--- src/rtl/if_id_inst_buffer.sv ---
// if_id_inst_buffer
// Instruction buffer between fetch and decode: a small circular FIFO holding
// instruction word, PC and branch-prediction tag. The oldest entry is shown to
// decode, or a canonical NOP when the buffer is empty. A full buffer freezes
// fetch. An EX branch redirect or an interrupt discards every entry.
module if_id_inst_buffer #(
    parameter int          DEPTH    = 4,
    parameter int          PTR_W    = 2,
    parameter logic [31:0] NOP_INST = 32'h0000_0013
) (
    input  logic             CLK,
    input  logic             RST,
    input  logic             Fetch_Valid,
    input  logic [31:0]      Fetch_Inst,
    input  logic [31:0]      Fetch_PC,
    input  logic             Fetch_Pred_Taken,
    input  logic             Branch_Taken__EX_MEM,
    input  logic             PC_Control__IRQ,
    input  logic             Decode_Stall,
    output logic             IF_ID_Freeze,
    output logic [31:0]      Inst__ID,
    output logic [31:0]      PC__ID,
    output logic [31:0]      PC_4__ID,
    output logic             Pred_Taken__ID,
    output logic             Valid__ID,
    output logic [PTR_W:0]   Count
);

    localparam logic [PTR_W:0]   FULL_CNT = (PTR_W + 1)'(DEPTH);
    localparam logic [PTR_W:0]   ONE_CNT  = (PTR_W + 1)'(1);
    localparam logic [PTR_W-1:0] ONE_PTR  = PTR_W'(1);

    // Entry storage
    logic [31:0] inst_mem [DEPTH];
    logic [31:0] pc_mem   [DEPTH];
    logic        pred_mem [DEPTH];

    logic [PTR_W-1:0] wr_ptr;
    logic [PTR_W-1:0] rd_ptr;
    logic [PTR_W:0]   count;

    logic full;
    logic empty;
    logic flush;
    logic push;
    logic pop;

    assign full  = (count == FULL_CNT);
    assign empty = (count == '0);
    assign flush = Branch_Taken__EX_MEM | PC_Control__IRQ;
    assign push  = Fetch_Valid & ~full;
    assign pop   = ~empty & ~Decode_Stall;

    // Freeze looks only at registered occupancy; a same-cycle pop does not release it.
    assign IF_ID_Freeze = full;
    assign Count        = count;

    // Pointer and occupancy update: reset, then flush, then push/pop
    always_ff @(posedge CLK) begin
        // NOTE: sequential state uses non-blocking assignments so every register samples pre-edge values.
        if (!RST) begin
            wr_ptr <= '0;
            rd_ptr <= '0;
            count  <= '0;
        end else if (flush) begin
            wr_ptr <= '0;
            rd_ptr <= '0;
            count  <= '0;
        end else begin
            if (push) wr_ptr <= wr_ptr + ONE_PTR;
            if (pop)  rd_ptr <= rd_ptr + ONE_PTR;
            case ({push, pop})
                2'b10:   count <= count + ONE_CNT;
                2'b01:   count <= count - ONE_CNT;
                default: count <= count;
            endcase
        end
    end

    // Entry write at the tail; a word arriving with a flush is wrong-path and is not stored
    always_ff @(posedge CLK) begin
        // NOTE: storage has no reset; entries are only visible through count, so clearing them buys nothing.
        if (RST && push && !flush) begin
            inst_mem[wr_ptr] <= Fetch_Inst;
            pc_mem[wr_ptr]   <= Fetch_PC;
            pred_mem[wr_ptr] <= Fetch_Pred_Taken;
        end
    end

    // Head presentation, forced to a NOP bundle when empty
    always_comb begin
        // NOTE: every output gets a default first so no path can infer a latch.
        Inst__ID       = NOP_INST;
        PC__ID         = '0;
        PC_4__ID       = '0;
        Pred_Taken__ID = 1'b0;
        Valid__ID      = 1'b0;
        if (!empty) begin
            Inst__ID       = inst_mem[rd_ptr];
            PC__ID         = pc_mem[rd_ptr];
            PC_4__ID       = pc_mem[rd_ptr] + 32'd4;  // carry out of bit 31 wraps
            Pred_Taken__ID = pred_mem[rd_ptr];
            Valid__ID      = 1'b1;
        end
    end

endmodule
--- config.mk ---
export PLATFORM = sky130hd
export DESIGN_NAME = if_id_inst_buffer
export DESIGN_NICKNAME = d
export VERILOG_FILES = /design/src/rtl/if_id_inst_buffer.sv
export SDC_FILE = /design/constraint.sdc
export NUM_CORES = 1
export LEC_CHECK = 0
export ABC_AREA = 1
export CORE_ASPECT_RATIO = 1.75
export CORE_MARGIN = 10
export CORE_UTILIZATION = 50
export CTS_CLUSTER_DIAMETER = 150
export DETAILED_ROUTE_END_ITERATION = 6
export PLACE_DENSITY = 0.75
export SKIP_CTS_REPAIR_TIMING = 1
export SLEW_MARGIN = 20
export SYNTH_ARGS = -nofsm -noshare
export SYNTH_HDL_FRONTEND = slang
export SYNTH_SLANG_ARGS = --single-unit
--- constraint.sdc ---
create_clock -name CLK -period 4 [get_ports CLK]
set_clock_uncertainty 0.1 [all_clocks]
set_input_delay 0.6 -clock CLK [delete_from_list [all_inputs] [get_ports CLK]]
set_output_delay 0.6 -clock CLK [all_outputs]
set_load 0.05 [all_outputs]
# [Yosys cells after proc, flatten, opt, wreduce, memory -nomap -nowiden]
# Memories as Yosys holds them, arrays and structs flattened. A register that Yosys moved wholly into a read port is not among the register bits.
# Index checks and enable logic that the tools add are counted.
[word_totals] reg_bits=7 ram_bits=260 output_inout_bits=102 word_cells=41 memories=3
[op_classes] n_addsub=5 eq_ne=3 n_mux=14 bitwise_logic=7 reduce_logical=6
[mem_list] memory="inst_mem" depth=4 width=32 rd=1 rd_clocked_by_memory_dff=1 write_ports=1 line="34" source="logic [31:0] inst_mem [DEPTH];"
[mem_list] memory="pc_mem" depth=4 width=32 rd=1 rd_clocked_by_memory_dff=1 write_ports=1 line="35" source="logic [31:0] pc_mem [DEPTH];"
[mem_list] memory="pred_mem" depth=4 width=1 rd=1 rd_clocked_by_memory_dff=1 write_ports=1 line="36" source="logic pred_mem [DEPTH];"
[op_table] op="$mux W32" count=3
[op_table] op="$add A32 B3 Y32 const B" count=1
[op_table] op="$mux W2" count=6
[op_table] op="$pmux W3 S2" count=1
[op_table] op="$add A2 B1 Y2 const B" count=2
[op_table] op="$mux W1" count=4
[op_table] op="$not A1 Y1" count=4
[op_table] op="$add A3 B1 Y3 const B" count=1
[op_table] op="$eq A3 B3 Y1 const B" count=1
[op_table] op="$logic_not A3 Y1" count=1
[op_table] op="$sub A3 B1 Y3 const B" count=1
[op_table] op="$and A1 B1 Y1" count=2
[op_table] op="$eq A2 B1 Y1 const B" count=1
[op_table] op="$eq A2 B2 Y1 const B" count=1
[op_table] op="$logic_and A1 B1 Y1" count=2
[op_table] op="$reduce_bool A2 Y1" count=1
[op_table] op="$reduce_or A2 Y1" count=1
[op_table] op="$logic_not A1 Y1" count=1
[op_table] op="$or A1 B1 Y1" count=1

# [Longest topological paths before layout]
# Gate-level depths: netlist of run 1.
[depth] word_depth=7 ltp_mapped=15

# [Worst setup path after synthesis of run 1]
# OpenSTA, ideal clock, no wires.
[synth_timing] path_kind="register to register" startpoint="register count[0], in the netlist Count[0]" endpoint="memory inst_mem[0][0], enable pin" setup_ns=0.488 arrival_time_ns=4.205 t_required_ns=3.412 path_slack_ns=-0.793 stages_incl_launch_ff=5 path_buffers=0 synth_period_minus_slack_ns=4.793 cell_sequence="dfxtp_1 -> nor3_1 -> nor2_1 -> nand2_1 -> nor2_1"
[synth_between] elab_chain_len=7
[synth_rtl] item="start, declared" line="40" source="logic [PTR_W:0] count;"
[synth_rtl] item="start signal, assigned" line="73" source="2'b10: count <= count + ONE_CNT;"
[synth_rtl] item="start signal, assigned" line="74" source="2'b01: count <= count - ONE_CNT;"
[synth_rtl] item="start signal, assigned" line="75" source="default: count <= count;"
[synth_rtl] item="$eq A3 B3 Y1" line="48" source="assign full = (count == FULL_CNT);"
[synth_rtl] item="via IF_ID_Freeze" line="20" source="output logic IF_ID_Freeze,"
[synth_rtl] item="$not A1 Y1" line="51" source="assign push = Fetch_Valid & ~full;"
[synth_rtl] item="$and A1 B1 Y1" line="51"
[synth_rtl] item="$logic_and A1 B1 Y1 (2 in series)" line="83" source="if (RST && push && !flush) begin"
[synth_rtl] item="$mux W1" line="83"
[synth_rtl] item="$mux W1 (not written as such)" line="84" source="inst_mem[wr_ptr] <= Fetch_Inst;"
[synth_rtl] item="end, declared" line="34"
# The timed path passes the listed nets, and every way through them passes these cells.

==> key figures, run 1 <==
Power
  • Peak supply drop: 0.435 mV
  • Clk pwr share: 0.378
  • P_sw: 0.00109 W
  • Switch share: 0.197
  • Power Density: 363 nW/um^2
  • Int Pwr: 0.00444 W
  • Seq pwr share: 0.562
  • Combinational fraction of design power: 0.060
  • Lkg Pwr: 5.64 nW

Timing
  • Final min period: 3.72 ns
  • RSZ-0062 raised after global routing: no
  • Fin. Hold Viols: 0
  • Max frequency: 0.269 GHz
  • Setup slack after layout: 0.281 ns
  • Max_slew headroom: 0.518
  • TNS Setup: 0 ns
  • Worst hold margin: 0.384 ns
  • Final Max Slew Viols: 0
  • Worst slew pin tran: 0.714 ns
  • Final setup fails: 0
  • Fin crit share: 0.930

Synthesis
  • FFs w/ async S/R, synth: 0
  • Count leader, synth: nand2_1
  • Avg Synthesized Cell Area: 9.84 sq um
  • Synth area leaders: edfxtp_1, nand2_1, nor2_1
  • Synthesized cell area: 12200 sq um
  • Yosys reg bits: 269
  • Syn Inst Count: 1237
  • Syn_nets: 1315
  • Post-synth top cells: nand2_1, edfxtp_1, nor2_1
  • Post-synth EDFFs: 260
  • Register area share after synthesis: 0.656
  • Synth warn: 0
  • Top-area cell type share of the netlist area: 0.641
  • Most used DFF post-synth: edfxtp_1
  • Area leader, netlist: edfxtp_1
  • Count of cell types in the netlist: 28

Global route
  • Initial antenna violation count: 3
  • First-pass GRT wire length: 48500 um
  • Vias in the first global route: 9222
  • GR Util All Layers: 0.199
  • GR Overflow Total: 0
  • Pin count of the biggest net entering global routing: 66

Route
  • WL final: 32000 um
  • DR pass1 iterations: 5
  • DRC viols: 0
  • Initial drt markers: 622
  • Post-DRT Antenna Nets: 0
  • Vias: 9205
  • Wire per inst: 18.6 um
  • Vias per cell: 5.36

Clock network
  • CTS tree: built
  • Clock-pin slew on the worst setup and hold paths: 0.06 ns
  • CTS Root Cell: clkbuf_16
  • Total CTS buffers: 22
  • Sink Count: 269
  • Worst-Skew Late Latency: 0.50 ns
  • H-Tree Depth: 1
  • Clock Tree Buf Depth: 3

Setup path
  • CP Class: register to primary output
  • Critical R2R Capture: inst_mem[3][0]
  • Arrival time at the worst endpoint: 3.02 ns
  • Worst reg2reg setup slack: 1.62 ns
  • Critical path's slowest cell: dfxtp_4
  • Crit path launch type: register
  • Reg-to-reg startpoint: Count[0]
  • Critical Path, Cell by Cell: inv_8 -> buf_12 -> nand2_1 -> nand3_1 -> nand2_1 -> nor2_1 -> nand2_1 -> nor2_4 -> nand3_1 -> nand2_1 -> nand2_1 -> nor2_1 -> buf_12
  • Cell repeated most along the worst path: nand2_1
  • Crit. End Element: primary output
  • R2r worst-path depth: 5
  • CP endpoint: PC_4__ID[25]
  • Maximum net fanout on the critical path: 57
  • Maximum single-stage delay on the critical path: 0.44 ns
  • Worst EP required: 3.30 ns

Die
  • Die H: 226 um
  • Core area: 24000 sq um
  • Die area: 31200 sq um
  • Site row count: 75
  • Initial Util: 0.507
  • Die width: 138 um
  • # IOs: 173

Outcome
  • Status: complete, no violations

Cells and area
  • Final-layout fill cell count: 1909
  • Final core utilization: 0.635
  • Post-route design area: 15200 sq um
  • Nets: 1470
  • Fraction of layout cells with a size suffix above 1: 0.0782
  • Area growth syn-to-layout: 25.3%

Place
  • Place WS: 0.570 ns
  • Hpwl dp: 21600 um
  • DP Area: 14500 sq um
  • RePlAce Congestion: 0.939
  • Port Buffers: 172

Flow run
  • Maxcap violations: 0

Min path
  • Tightest Hold Check Type: register to register
## registers in the layout, indices dropped and copies added (netlist names), named ones only
register	flops
inst_mem	128
pc_mem	128
pred_mem	4
Count	3
wr_ptr	2
rd_ptr	2
## placed cells by master (no fill, tap or decap), drive strengths merged
cell type,count
a21oi,59
a32o,1
and2,1
buf,55
bufinv,1
clkbuf,31
clkdlybuf4s50,137
clkinv,6
dfxtp,9
diode,3
edfxtp,260
fa,1
ha,6
inv,43
nand2,358
nand3,68
nor2,266
nor3,10
o211ai,3
o21ai,86
o311ai,3
or2,1
xor2,1
## logic make-up after synthesis
| family | count (synthesis) | synth area share |
|---|---|---|
| fa+ha+maj | 7 | 0.00781 |
| flops | 269 | 0.656 |
| compound gates | 152 | 0.0645 |
| simple gates | 704 | 0.229 |
| buf+inv | 104 | 0.0419 |
| xor+xnor | 1 | 0.000720 |
## critical path, delay by kind of cell (launching register included)
kind          cells  cell delay (ns)
buf+inv           3             0.63
flops             1             0.44
simple gates     10             1.42
## power by group through the flow
| stage | Combinational [W] | Clock (W) | Sequential (W) |
|---|---|---|---|
| finish | 0.000334 | 0.00209 | 0.00311 |
| CTS | 0.000335 | 0.00213 | 0.00311 |
| floorplan | 0.000150 | 0 | 0.00317 |
| detailed placement | 0.000334 | 0 | 0.00317 |
| global route | 0.000356 | 0.00225 | 0.00311 |
| global placement | 0.000328 | 0 | 0.00317 |
## how the worst min path moves through the flow
stage | start | endpoint | slack (ns) | cells after the start
floorplan | rd_ptr[1] | register | 0.34 | 2
global placement | rd_ptr[1] | register | 0.34 | 2
detailed placement | rd_ptr[1] | register | 0.37 | 2
CTS | rd_ptr[1] | register | 0.38 | 2
global route | rd_ptr[1] | register | 0.42 | 2
finish | rd_ptr[1] | register | 0.38 | 2
## metrics by stage
stage          power (W)  instances
2_1_floorplan    0.00332       1237
3_3_place_gp     0.00350       1674
3_5_place_dp     0.00350       1674
4_1_cts          0.00557       1712
5_1_grt          0.00572       1716
6_report         0.00553       1717
## layout make-up
class | count | area, sq um | area share
Inverter | 43 | 174 | 0.0114
Sequential cell | 269 | 8000 | 0.524
Timing Repair Buffer | 192 | 2250 | 0.148
Antenna cell | 3 | 7.51 | 0.000492
Clock inverter | 7 | 60.1 | 0.00394
Tap cell | 308 | 385 | 0.0253
Multi-Input combinational cell | 864 | 3710 | 0.244
Clock buffer | 31 | 657 | 0.0431
## layer usage
metal	wire length (um)	track usage
met2	17100	0.363
met4	1540	0.112
met5	13	0
met1	11400	0.209
met3	1970	0.0317
Note: power is estimated with default switching activity, not from simulation.
==> run 2: changes to the inputs <==
- CAP_MARGIN: default -> 20
- HOLD_SLACK_MARGIN: default -> 0.1
- PLACE_DENSITY: 0.75 -> 0.86
==> run 2 against run 1 <==
Compared with the run above: via count is 2.4% higher; first-iteration DRC count is 14% higher; register-to-register slack gained 0.09 ns; critical path type unchanged; critical endpoint is now PC_4__ID[24]; largest power group unchanged; highest routed layer unchanged.
==> key figures, run 2 (synthesized netlist as in run 1, its figures left out) <==
Clock network
  • Total CTS buffers: 22 (unchanged)
  • Sink Count: 269 (unchanged)
  • Worst-Skew Late Latency: 0.51 ns (about the same)
  • CTS tree: built
  • Clock-pin slew on the worst setup and hold paths: 0.07 ns (about the same)
  • Clock Tree Buf Depth: 3 (unchanged)
  • H-Tree Depth: 1 (unchanged)
  • CTS Root Cell: clkbuf_16

Setup path
  • Maximum single-stage delay on the critical path: 0.39 ns (-0.05 ns)
  • Crit path launch type: register
  • CP Class: register to primary output
  • Worst EP required: 3.30 ns (about the same)
  • Maximum net fanout on the critical path: 31 (-46%)
  • Crit. End Element: primary output
  • Critical Path, Cell by Cell: inv_4 -> buf_4 -> nand2_1 -> nand2_1 -> nand2_1 -> nand2_1 -> nand2_1 -> nor2_1 -> nand2_1 -> nor2_2 -> nand2_1 -> nand2_1 -> inv_1 -> nor2_1 -> buf_12
  • Arrival time at the worst endpoint: 3.09 ns (+0.07 ns)
  • Cell repeated most along the worst path: nand2_1
  • Critical path's slowest cell: dfxtp_4

Place
  • Port Buffers: 172 (unchanged)
  • Hpwl dp: 21800 um (+0.80%)
  • Placed insts: 1673 (-0.060%)
  • RePlAce Congestion: 0.928 (-1.2%)

Route
  • Wire per inst: 18.8 um (+0.89%)
  • Post-DRT Antenna Nets: 0 (unchanged)
  • WL final: 32300 um (+1.1%)
  • DRC viols: 0 (unchanged)
  • Initial drt markers: 707 (+14%)
  • Vias: 9422 (+2.4%)
  • DR pass1 iterations: 5 (unchanged)
  • Vias per cell: 5.48 (+2.2%)

Timing
  • Final setup fails: 0 (unchanged)
  • RSZ-0062 raised after global routing: no
  • Final min period: 3.79 ns (+0.0695 ns)
  • Fin. Hold Viols: 0 (unchanged)
  • Worst slew pin tran: 0.598 ns (-0.116 ns)
  • Final Max Slew Viols: 0 (unchanged)
  • Max_slew headroom: 0.601 (+0.0834)
  • Max frequency: 0.264 GHz (-1.8%)
  • Fin crit share: 0.947 (+0.0174)

Cells and area
  • Reg area: 8000 sq um (unchanged)
  • Fraction of layout cells with a size suffix above 1: 0.107 (+0.0284)
  • Top flop regs: inst_mem: 128 flops, pc_mem: 128 flops, pred_mem: 4 flops
  • Final core utilization: 0.630 (-0.00474)
  • Final-layout fill cell count: 1826 (-4.3%)
  • Commonest non-fill, non-tap cell in the layout: nand2_1
  • Commonest non-fill, non-tap cells in the layout: nand2_1, edfxtp_1, nor2_1, clkdlybuf4s50_1, o21ai_0
  • Nets: 1468 (-0.14%)
  • Area growth syn-to-layout: 24.3%
  • Fin cells: 1720 (+0.17%)
  • Area of the multi-input gates: 3710 sq um (-0.13%)

Die
  • # IOs: 173 (unchanged)
  • Die H: 226 um (unchanged)
  • Die width: 138 um (unchanged)
  • Die area: 31200 sq um (unchanged)
  • Core area: 24000 sq um (unchanged)
  • Initial Util: 0.507 (unchanged)
  • Site row count: 75 (unchanged)

Global route
  • Vias in the first global route: 9425 (+2.2%)
  • Initial antenna violation count: 7 (+4)
  • GR Util All Layers: 0.200 (+0.000288)
  • Met3 Track Usage GR: 0.0350 (+0.00332)
  • Pin count of the biggest net entering global routing: 138 (+110%)
  • GRT met2 Usage: 0.371 (+0.00741)
  • Grt met1 use: 0.204 (-0.00584)
  • First-pass GRT wire length: 49300 um (+1.7%)
  • Most Crowded Layer GR: met2
  • GR Overflow Total: 0 (unchanged)

Flow run
  • Maxcap violations: 0 (unchanged)

Power
  • Peak supply drop: 0.403 mV (-7.5%)
  • Power Density: 376 nW/um^2 (+3.8%)
  • Lkg Pwr: 5.71 nW (+1.2%)

Min path
  • Tightest Hold Check Type: register to register

Outcome
  • Status: complete, no violations
run 2: final cells by class:
| class | count | share of cell area |
|---|---|---|
| clock inverter | 13 | 0.0114 |
| multi-input combinational | 864 | 0.245 |
| tap | 308 | 0.0255 |
| sequential | 269 | 0.528 |
| clock buffer | 27 | 0.0390 |
| antenna | 6 | 0.000992 |
| inverter | 43 | 0.0113 |
| timing repair buffer | 190 | 0.138 |
run 2: report_power, final:
part,leakage [nW],switching (W),internal (W)
Sequential,2.42,0.00000522,0.00310
Clock,0.368,0.000939,0.00132
Combinational,2.92,0.000203,0.000131
Total,5.71,0.00115,0.00455
run 2: path summary, 6_finish.rpt:
kind             start            to  slack [ns]  cells after the start
min          rd_ptr[1]      register        0.41                      2
min reg2reg  rd_ptr[1]      register        0.41                      2
max reg2reg   Count[0]      Count[2]        1.71                     10
max           register  PC_4__ID[24]        0.21                     15
run 2: layer usage:
layer	vias up	part of all wire
met2	382	0.54
met1	4466	0.34
met5	-	0.00025
met3	98	0.068
met4	2	0.052
li1	4474	-
run 2: per-stage QoR:
step | TNS [ns] | total power (W) | cell area [sq um] | hold WS [ns] | setup WS (ns)
detailed placement | 0 | 0.00350 | 14300 | 0.353 | 0.620
floorplan | -206.23 | 0.00332 | 12200 | 0.336 | -0.793
finish | 0 | 0.00570 | 15100 | 0.408 | 0.211
global placement | 0 | 0.00349 | 14300 | 0.349 | 0.683
CTS | 0 | 0.00573 | 15100 | 0.408 | 0.0723
global route | 0 | 0.00586 | 15100 | 0.436 | 0.0221
run 2: worst max-delay path: cells and delay by family, from the launching register on:
family	cells	cell delay [ns]
buf+inv	4	0.79
simple gates	11	1.39
flops	1	0.39
